--- src/rtl/snk_sync_gen.sv ---
`default_nettype none
// ============================================================================
// snk_sync_gen : raster blanking/sync/DE decode, sprite line-buffer bank,
//                vertical-blank IRQ with ack, and counter continuity check
// Rev 1.0
// ============================================================================
module snk_sync_gen #(
  parameter int H_TOTAL     = 384,
  parameter int V_TOTAL     = 264,
  parameter int H_ACTIVE    = 256,
  parameter int HS_START    = 280,
  parameter int HS_END      = 312,
  parameter int V_ACT_START = 16,
  parameter int V_ACT_END   = 240,
  parameter int VS_START    = 248,
  parameter int VS_END      = 251
) (
  input  logic       CLK_IN,
  input  logic       nRESET,
  input  logic       PIX_CE,
  input  logic [8:0] H_CNT,
  input  logic [8:0] V_CNT,
  input  logic       IRQ_ACK,
  output logic       HBLANK,
  output logic       VBLANK,
  output logic       HSYNC_n,
  output logic       VSYNC_n,
  output logic       DE,
  output logic       LINE_START,
  output logic       LB_BANK,
  output logic       VBL_IRQ_n,
  output logic       IRQ_OVR,
  output logic [7:0] FRAME,
  output logic       COUNT_ERR
);

  localparam logic [8:0] c_H_LAST    = 9'(H_TOTAL - 1);
  localparam logic [8:0] c_V_LAST    = 9'(V_TOTAL - 1);
  localparam logic [8:0] c_H_ACTIVE  = 9'(H_ACTIVE);
  localparam logic [8:0] c_HS_START  = 9'(HS_START);
  localparam logic [8:0] c_HS_END    = 9'(HS_END);
  localparam logic [8:0] c_VA_START  = 9'(V_ACT_START);
  localparam logic [8:0] c_VA_END    = 9'(V_ACT_END);
  localparam logic [8:0] c_VS_START  = 9'(VS_START);
  localparam logic [8:0] c_VS_END    = 9'(VS_END);

  logic       w_hblank;
  logic       w_vblank;
  logic       w_hsync_n;
  logic       w_vsync_n;
  logic       w_line_ev;
  logic       w_frame_ev;
  logic [8:0] w_exp_h;
  logic [8:0] w_exp_v;
  logic       w_cnt_bad;

  logic [8:0] r_prev_h;
  logic [8:0] r_prev_v;
  logic       r_prev_valid;

  always_comb begin
    w_hblank   = (H_CNT >= c_H_ACTIVE);
    w_vblank   = !((V_CNT >= c_VA_START) && (V_CNT < c_VA_END));
    w_hsync_n  = !((H_CNT >= c_HS_START) && (H_CNT < c_HS_END));
    w_vsync_n  = !((V_CNT >= c_VS_START) && (V_CNT < c_VS_END));
    w_line_ev  = PIX_CE && (H_CNT == 9'd0);
    w_frame_ev = w_line_ev && (V_CNT == c_VA_END);

    // Successor of the previous sample; the full H/V wrap is a legal step.
    w_exp_h = (r_prev_h == c_H_LAST) ? 9'd0 : r_prev_h + 9'd1;
    if (r_prev_h == c_H_LAST) begin
      w_exp_v = (r_prev_v == c_V_LAST) ? 9'd0 : r_prev_v + 9'd1;
    end else begin
      w_exp_v = r_prev_v;
    end
    w_cnt_bad = r_prev_valid && ((H_CNT != w_exp_h) || (V_CNT != w_exp_v));
  end

  always_ff @(posedge CLK_IN) begin
    if (!nRESET) begin
      HBLANK       <= 1'b1;
      VBLANK       <= 1'b1;
      HSYNC_n      <= 1'b1;
      VSYNC_n      <= 1'b1;
      DE           <= 1'b0;
      LINE_START   <= 1'b0;
      LB_BANK      <= 1'b0;
      VBL_IRQ_n    <= 1'b1;
      IRQ_OVR      <= 1'b0;
      FRAME        <= 8'd0;
      COUNT_ERR    <= 1'b0;
      r_prev_h     <= 9'd0;
      r_prev_v     <= 9'd0;
      r_prev_valid <= 1'b0;
    end else begin
      LINE_START <= w_line_ev;

      if (PIX_CE) begin
        HBLANK       <= w_hblank;
        VBLANK       <= w_vblank;
        HSYNC_n      <= w_hsync_n;
        VSYNC_n      <= w_vsync_n;
        DE           <= !w_hblank && !w_vblank;
        r_prev_h     <= H_CNT;
        r_prev_v     <= V_CNT;
        r_prev_valid <= 1'b1;
        if (w_cnt_bad) begin
          COUNT_ERR <= 1'b1;
        end
      end

      if (w_line_ev) begin
        LB_BANK <= ~LB_BANK;
      end

      // A new frame event beats a simultaneous ack; that ack also
      // suppresses the overrun flag for this edge.
      if (w_frame_ev) begin
        FRAME     <= FRAME + 8'd1;
        VBL_IRQ_n <= 1'b0;
        if (!VBL_IRQ_n && !IRQ_ACK) begin
          IRQ_OVR <= 1'b1;
        end
      end else if (IRQ_ACK) begin
        VBL_IRQ_n <= 1'b1;
      end
    end
  end

endmodule
`default_nettype wire

--- config.mk ---
export PLATFORM = sky130hd
export DESIGN_NAME = snk_sync_gen
export DESIGN_NICKNAME = d
export VERILOG_FILES = /design/src/rtl/snk_sync_gen.sv
export SDC_FILE = /design/constraint.sdc
export NUM_CORES = 1
export LEC_CHECK = 0
export ABC_AREA = 1
export BUFFER_PORTS_ARGS = -buffer_cell sky130_fd_sc_hd__buf_2
export CAP_MARGIN = 10
export CORE_ASPECT_RATIO = 1.25
export CORE_MARGIN = 2
export CORE_UTILIZATION = 31
export CTS_BUF_LIST = sky130_fd_sc_hd__clkbuf_4 sky130_fd_sc_hd__clkbuf_8
export DETAILED_ROUTE_END_ITERATION = 10
export PLACE_DENSITY = 0.53
export SYNTH_ARGS = -nofsm -noshare
export SYNTH_HDL_FRONTEND = slang
export SYNTH_SLANG_ARGS = --single-unit
--- constraint.sdc ---
create_clock -name CLK_IN -period 1.9 [get_ports CLK_IN]
set_clock_uncertainty 0.15 [all_clocks]
set_input_delay 0.285 -clock CLK_IN [delete_from_list [all_inputs] [get_ports CLK_IN]]
set_output_delay 0.285 -clock CLK_IN [all_outputs]
set_load 0.02 [all_outputs]
==> qor.csv <==
metric,value,unit
outcome,"complete, no violations",
clk sinks,37,
Reg area,757,µm²
TNS Setup,0,ns
WP buf/inv,2,
Mapped Cells,372,
Num CTS Buffers,5,
Max-Cap Viols,0,
Starting Density,31.7,%
Hold Path Class,in2reg,
final worst path period share,100,%
vias in the first global route,2435,
Synth top cells by count,"nand2_1 (90), inv_1 (56), nand3_1 (39), dfxtp_1 (37), nor2_1 (34)",
Clock Latency Late Sink,0.30,ns
"CTS clk-pin slew, worst paths",0.08,ns
critical path type,reg2reg,
Post-layout nets,460,
most common cell in the netlist,nand2_1,
vias,2561,
Synth area leader,dfxtp_1,
CTS H-tree depth,2,
min Tclk post-route,1.90,ns
Util after Layout,41.4,%
final hold viol count,0,
chip width,81.3,µm
Slew @ Worst Pin,0.335,ns
Row Count,35,
"Setup violations, final",0,
"most used cell, CP",nand2_1,
RSZ-0062 raised after global routing,true,
Syn Area/Cell,6.22,µm²
Final ANT Viol Nets,0,
Max clock buf depth,2,
Crit path required time,1.94,ns
Worst path max stage delay,0.36,ns
RePlAce Congestion,0.889,
sequential element share of the synthesized area,32.0,%
placed cell area,2750,µm²
top flop regs,"r_prev_h (9), r_prev_v (9), FRAME (8)",
number of port buffers,39,
drc violations,0,
final instance area,3030,µm²
Starting DRT DRC Count,81,
async set-reset flop share out of synthesis,0,%
CTS tree,yes,
crit path cell chain,ha_4 -> nand3_4 -> inv_4 -> buf_4 -> nand2_2 -> nand2_1 -> nand2_1 -> nand2_1 -> nor2_1 -> nand3_1 -> nor2_1 -> nand2_1 -> nor2_1 -> nand2_1 -> nand2_1 -> a21oi_1,
drt first pass iters,4,
Synth Cell Area,2310,µm²
Critical Path Sink Type,register,
Critical Path AT,1.94,ns
antenna diode count,0,
# hold bufs at CTS,0,
full die area,8180,µm²
Via density,4.85,
number of enable flip-flop cells after synthesis,0,
largest net degree at the start of global routing,38,
"Slew Viols, Final",0,
area of the multi-input gates,1430,µm²
Final WS setup,0.000865,ns
slowest cell on the critical path,dfxtp_4,
fmax,527,MHz
share of cells above drive strength 1,26.4,%
Detail Placement HPWL,5230,µm
DR WL/cell,12.8,µm
CP startpoint kind,register,
Yosys top cell area share,32.0,%
core area,7310,µm²
IO Count,40,
Worst VDD drop,0.381,mV
global-route wire length before repair,11200,µm
max_slew headroom,77.7,%
Die Y,101,µm
Setup Slack @ Placement,-0.0273,ns
top post-synthesis cells by area,"dfxtp_1 (32%), nand2_1 (15%), inv_1 (9.1%), nand3_1 (8.4%), a21oi_1 (6.7%)",
Area Growth Syn to Fin,30.9,%
"delay-heaviest family, CP",simple AND/OR/NAND/NOR gates,
syn_nets,397,
number of synthesized register bits,37,
initial antenna violation count,0,
post-synth cell types,29,
CP max FO,4,
root buf cell,clkbuf_8,
P_leak,0.00141,µW
"Warnings, synthesis",0,
Main synth FF type,dfxtp_1,
GR Overflow Total,0,
fillers,768,
Cell Pwr Density,618,nW/µm²
total track usage,17.4,%
Routed WL,6730,µm
## tightest hold or removal path: cells and delay by family
family	cells	cell delay (ns)
AO/OA/AOI/OAI	1	0.05
buffers and inverters	2	0.18
## through the flow
step / hold slack, ns / instances / power (µW)
2_1_floorplan: 0.267 / 372 / 1040
3_3_place_gp: 0.287 / 516 / 1160
3_5_place_dp: 0.295 / 516 / 1160
4_1_cts: 0.0953 / 525 / 1870
5_1_grt: 0.124 / 528 / 1970
6_report: 0.105 / 528 / 1870
## cell usage in the layout (no fill, tap or decap), drive strengths merged
cell	netlist	routed
nor4	3	3
buf	2	63
bufinv	0	1
nand3	42	43
inv	59	59
clkbuf	6	5
xnor2	3	3
o21ai	33	33
nor2	37	37
dfxtp	37	37
o21bai	1	1
a31oi	1	1
nor3b	1	1
a21oi	31	31
nand2	91	91
nor3	5	5
clkinv	0	1
ha	3	3
xor2	4	4
clkinvlp	0	1
o2111ai	1	1
nand4	12	12
## power breakdown
part	leakage [µW]	internal, µW	switching (µW)	total (µW)
clock network	0.0000543	393	308	701
logic	0.00105	124	193	317
registers	0.000308	812	41.6	854
total	0.00141	1330	543	1870
## worst paths after layout
kind | start | to | slack (ns) | depth (start not counted)
min reg2reg | IRQ_OVR | IRQ_OVR | 0.31 | 2
max reg2reg | r_prev_h[1] | COUNT_ERR | 0.0009 | 16
max | r_prev_h[1] | COUNT_ERR | 0.0009 | 16
min | H_CNT[1] | r_prev_h[1] | 0.11 | 3
## per-layer routing
layer | routed length, µm | GRT usage (%) | vias to the layer above
met5 | 0 | 0 | -
met4 | 248 | 8.34 | 0
met3 | 201 | 2.51 | 18
met2 | 3320 | 29.1 | 56
met1 | 2970 | 21.6 | 1148
li1 | - | - | 1339
## what timing repair did
item                       CTS  global route
pin swaps                    0            19
resized for setup            2            46
cloned                       1             0
buffers inserted             0             3
setup endpoints to repair    1             1
## final cells by class
| class | instances | area share (%) |
|---|---|---|
| clock buffer | 5 | 2.27 |
| clock inverter | 3 | 1.53 |
| inverter | 59 | 7.56 |
| multi-input combinational | 269 | 47.1 |
| sequential | 37 | 25.0 |
| tap | 92 | 3.80 |
| timing repair buffer | 63 | 12.8 |
## cell families after synthesis
| logic type | Yosys count | synth area share [%] |
|---|---|---|
| fa+ha+maj | 3 | 1.62 |
| compound gates | 67 | 15.0 |
| buf+inv | 67 | 11.2 |
| flops | 37 | 32.0 |
| simple gates | 191 | 37.6 |
| xor+xnor | 7 | 2.65 |
No activity file was read; power rests on OpenSTA's default activity.
